### config.mk
export PLATFORM = sky130hd
export DESIGN_NAME = gate_model_bist
export DESIGN_NICKNAME = d
export VERILOG_FILES = /design/src/rtl/gate_model_bist.sv
export SDC_FILE = /design/constraint.sdc
export NUM_CORES = 1
export LEC_CHECK = 0
export ABC_AREA = 0
export CORE_ASPECT_RATIO = 0.75
export CORE_UTILIZATION = 30
export DETAILED_ROUTE_END_ITERATION = 12
export PLACE_DENSITY = 0.55
export REMOVE_ABC_BUFFERS = 1
export SLEW_MARGIN = 20
export SYNTH_ARGS = -nofsm -noshare
export SYNTH_HDL_FRONTEND = slang
export SYNTH_SLANG_ARGS = --single-unit
### constraint.sdc
create_clock -name clk -period 2.3 [get_ports clk]
set_input_delay 0.46 -clock clk [delete_from_list [all_inputs] [get_ports clk]]
set_output_delay 0.46 -clock clk [all_outputs]
set_load 0.005 [all_outputs]
### src/rtl/gate_model_bist.sv
// BIST wrapper for combinational gate-library models.
// LFSR drives the model while busy; a MISR compacts its outputs into a signature.
module gate_model_bist #(
  parameter int                N_IN      = 21,
  parameter int                N_OUT     = 10,
  parameter int                MISR_W    = 16,
  parameter int                PATTERNS  = 1024,
  parameter logic [N_IN-1:0]   LFSR_TAPS = 21'h140000,
  parameter logic [MISR_W-1:0] MISR_TAPS = 16'hB400,
  parameter int                SEED      = 1
) (
  input  logic              clk,
  input  logic              rst_n,
  input  logic              start,
  input  logic [MISR_W-1:0] golden,
  input  logic [N_IN-1:0]   func_in,
  output logic [N_OUT-1:0]  func_out,
  output logic [N_IN-1:0]   dut_in,
  input  logic [N_OUT-1:0]  dut_out,
  output logic              busy,
  output logic              done,
  output logic              pass,
  output logic [MISR_W-1:0] signature
);

  localparam int CW = $clog2(PATTERNS + 1);
  localparam logic [N_IN-1:0] SEED_V =
    (SEED == 0) ? N_IN'(1) : N_IN'(SEED);
  localparam logic [CW-1:0] LAST = CW'(PATTERNS - 1);

  typedef enum logic [1:0] {
    S_IDLE,
    S_SEED,
    S_RUN,
    S_DONE
  } state_t;

  state_t state, state_n;

  logic [N_IN-1:0]   lfsr;
  logic [MISR_W-1:0] misr;
  logic [CW-1:0]     cnt;
  logic [N_IN-1:0]   lfsr_n;
  logic [MISR_W-1:0] misr_n;

  assign lfsr_n = {lfsr[N_IN-2:0], ^(lfsr & LFSR_TAPS)};
  assign misr_n = {misr[MISR_W-2:0], ^(misr & MISR_TAPS)}
                ^ MISR_W'(dut_out);

  assign dut_in   = busy ? lfsr : func_in;
  assign func_out = dut_out;

  always_ff @(posedge clk) begin
    if (!rst_n) state <= S_IDLE;
    else        state <= state_n;
  end

  always_comb begin
    state_n = state;
    busy    = 1'b0;
    done    = 1'b0;
    unique case (state)
      S_IDLE: if (start) state_n = S_SEED;
      S_SEED: begin
        busy    = 1'b1;
        state_n = S_RUN;
      end
      S_RUN: begin
        busy = 1'b1;
        if (cnt == LAST) state_n = S_DONE;
      end
      S_DONE: begin
        done    = 1'b1;
        state_n = S_IDLE;
      end
      default: state_n = S_IDLE;
    endcase
  end

  always_ff @(posedge clk) begin
    if (!rst_n) begin
      lfsr      <= SEED_V;
      misr      <= '0;
      cnt       <= '0;
      pass      <= 1'b0;
      signature <= '0;
    end else begin
      unique case (state)
        S_IDLE: begin
          if (start) begin
            pass      <= 1'b0;
            signature <= '0;
          end
        end
        S_SEED: begin
          lfsr <= SEED_V;
          misr <= '0;
          cnt  <= '0;
        end
        S_RUN: begin
          lfsr <= lfsr_n;
          misr <= misr_n;
          cnt  <= cnt + CW'(1);
        end
        S_DONE: begin
          signature <= misr;
          pass      <= (misr == golden);
        end
        default: ;
      endcase
    end
  end

endmodule

==> qor.yml <==
pwr:
  power.total_mw: 4.62
  p_leak_nw: 1.69
  ir_drop_worst_vdd_mv: 0.604
  power-per-cell-area_mw_per_mm2: 1000
finish:
  diodes: 0
  syn2layout_area_growth_pct: 45.4
  num-nets-final: 501
  final_util: 0.449
  layout-drive-gt1-share: 0.160
  final.fill_count: 985
timing:
  finalCritPeriodShare: 0.998
  report.final.setup_viol: 0
  rsz0062_at_grt: "yes"
  timing.final.crit_period_ps: 2300
  maximum_clock_frequency_mhz: 436
  finalHoldViolations: 0
  max_slew.worst_pin.slew_ps: 475
  final_critical_path_setup_slack_ps: 3.89
  timing.max_slew.rel_slack: 0.683
  finalClockSkew_ps: 9.88
  finalMaxSlewViolations: 0
global_routing:
  first_global_vias: 2736
  pin_count_of_the_biggest_net_entering_global_routing: 32
  grt.total_usage: 0.163
  grt_antenna_before_repair: 0
  gr-total-overflow: 0
  grt_first_pass_wirelength_um: 14000
logic_synthesis:
  synth_flop_cell: "sky130_fd_sc_hd__dfxtp_1"
  synth.ff_latch_count: 67
  ys_seq_area_frac: 0.422
  synth_enable_flop_cells: 0
  post_synth_most_frequent_cells: "sky130_fd_sc_hd__dfxtp_1, sky130_fd_sc_hd__nand2_1, sky130_fd_sc_hd__a21oi_1, sky130_fd_sc_hd__nand3_1, sky130_fd_sc_hd__nor2_1"
  postSynthAreaPerCell_um2: 9.11
  yosysUniqueCellTypes: 39
  async_flop_share: 0
  synth-warning-count: 0
  leading_post_synthesis_cells_by_cell_area: "sky130_fd_sc_hd__dfxtp_1, sky130_fd_sc_hd__mux2_2, sky130_fd_sc_hd__xnor2_1, sky130_fd_sc_hd__a21oi_1, sky130_fd_sc_hd__nand3_1"
  cells_after_synth: 349
  syn-cell-area_mm2: 0.00318
  post-synth-top-area-cell: "sky130_fd_sc_hd__dfxtp_1"
  synth_top_cell_area_share: 0.422
  synth_most_common_cell: "sky130_fd_sc_hd__dfxtp_1"
worst_hold_path:
  worstHoldPathType: "flop to flop"
detailed_routing:
  wl_met2_um: 3910
  wl_per_cell_um: 14.8
  post-route-drc-count: 0
  route.detailed.vias_per_inst: 4.71
  met1Wirelength_um: 4300
  drt-pass1-iter-count: 4
  dr.max_layer_used: "met4"
  met3WireLength_um: 448
  drtAntennaViolNets: 0
  detailroute.via_count: 2765
  number_of_drc_markers_after_the_initial_detailed_route_iteration: 131
  sum_of_routed_wire_length_over_all_layers_um: 8710
outcome:
  run_status: "completed"
clock_network:
  cts_buffers: 9
  cts.path.max_buffers: 2
  cts_sinks: 67
  cts.root.buffer_cell: "sky130_fd_sc_hd__clkbuf_16"
  htree_num_levels: 3
  clk-insertion-delay-late_ps: 330
  clk_pin_slew_worst_paths_ps: 60
  holdBufCountCts: 0
  tritoncts: "yes"
setup_path:
  end_kind: "primary output"
  setup.worst_path.class: "flop to primary output"
  crit_fanout: 8
  required_ps: 1840
  critical_path_startpoint_category: "flop"
  cp_data_arrival_time_ps: 1840
place:
  sum_of_net_half_perimeters_after_detailed_placement_um: 5880
  io_buffers: 99
  post-place-ws_ps: 43.2
  gp_routability_congestion: 0.718
die:
  dieWidth_um: 121
  core_region_area_mm2: 0.0103
  placementRows: 32
  num_io_pins: 100
  floorplan.die_area_mm2: 0.0110
  dieHeight_um: 91.2
  initial_core_util: 0.309
flow_run:
  timing.max_cap.violations: 0
## layer usage
| metal | track usage | up-vias |
|---|---|---|
| met5 | 0 | - |
| met4 | 0.0340 | 0 |
| met3 | 0.0534 | 5 |
| met2 | 0.246 | 67 |
| met1 | 0.226 | 1295 |
| li1 | - | 1398 |
## final cells by class
class                   count  area (um^2)  share of cell area
multi-input cells         245         1650               0.357
flip-flops and latches     67         1340               0.291
repair buffers            119         1150               0.248
clock buffers               9          225              0.0487
well taps                 136          170              0.0368
clock inverters             6         66.3              0.0143
inverters                   5         18.8             0.00406
## state kept, by name (all words and copies together), names as in the netlist
signal and cells:
cnt 11, lfsr 21, misr 16, pass 1, signature 16, state 2
## critical path: stages (launching register included)
cell	delay (ps)
sky130_fd_sc_hd__dfxtp_2	330
sky130_fd_sc_hd__inv_2	50
sky130_fd_sc_hd__ha_4	300
sky130_fd_sc_hd__buf_4	200
sky130_fd_sc_hd__mux2_2	340
sky130_fd_sc_hd__dlygate4sd2_1	270
## final timing paths
kind                            depth (start not counted)  slack [ps]        end     start
worst min-delay path                                    2         480       pass      pass
worst min register to register                          2         480       pass      pass
worst max-delay path                                    5           4  dut_in[1]  state[0]
worst max register to register                          9         200     cnt[8]  state[0]
## logic make-up (layout without fill, tap and decap cells)
logic type	after synthesis	count (layout)	synth area share
AOI/OAI and AO/OA	64	64	0.136
xor gates and xnor gates	38	38	0.105
adders and majority gates	4	4	0.0157
buffers and inverters	37	139	0.0629
DFF	67	67	0.422
muxes	22	22	0.0787
and+or+nand+nor	117	117	0.181
## cell usage in the layout, fill, tap and decap left out, types with 2 or more instances in the layout
cell,netlist,final
sky130_fd_sc_hd__o31ai_1,2,2
sky130_fd_sc_hd__clkdlybuf4s50_1,0,77
sky130_fd_sc_hd__clkinv_4,0,2
sky130_fd_sc_hd__a21oi_1,31,31
sky130_fd_sc_hd__dfxtp_2,0,2
sky130_fd_sc_hd__ha_1,4,3
sky130_fd_sc_hd__o21ai_0,2,2
sky130_fd_sc_hd__nor4_1,4,4
sky130_fd_sc_hd__nand2_1,33,33
sky130_fd_sc_hd__inv_2,2,4
sky130_fd_sc_hd__xnor2_1,21,21
sky130_fd_sc_hd__clkinv_2,0,2
sky130_fd_sc_hd__xor2_1,17,17
sky130_fd_sc_hd__nand4_1,3,3
sky130_fd_sc_hd__and2_1,10,10
sky130_fd_sc_hd__buf_4,11,17
sky130_fd_sc_hd__nand3_1,31,31
sky130_fd_sc_hd__a22oi_1,16,16
sky130_fd_sc_hd__dlygate4sd2_1,0,19
sky130_fd_sc_hd__clkbuf_16,0,9
sky130_fd_sc_hd__o2bb2ai_1,9,9
sky130_fd_sc_hd__clkdlybuf4s15_1,0,2
sky130_fd_sc_hd__nor2_1,25,25
sky130_fd_sc_hd__dfxtp_1,67,65
sky130_fd_sc_hd__mux2_2,21,21
## timing repair
item	4_1_cts	5_1_grt
endpoints found under the hold margin	0	0
gates resized for setup	30	4
setup buffers	5	1
endpoints found under the setup margin	22	21
pin swaps	1	0
cloned	2	0
## power breakdown
part | total [mW] | internal, mW | switching [mW]
Combinational | 2.02 | 0.994 | 1.02
Clock | 1.36 | 0.836 | 0.520
Sequential | 1.25 | 1.21 | 0.0457
Total | 4.62 | 3.04 | 1.59
## metrics by stage
stage | TNS [ps] | cells | cell area [um^2] | hold WS (ps)
3_3_place_gp | 0 | 566 | 4290 | 470
5_1_grt | -649 | 587 | 4620 | 498
2_1_floorplan | -18210 | 317 | 3000 | 451
6_report | 0 | 587 | 4620 | 481
3_5_place_dp | 0 | 566 | 4290 | 472
4_1_cts | -15.8 | 588 | 4670 | 483
(Power assumes the default switching activity.)
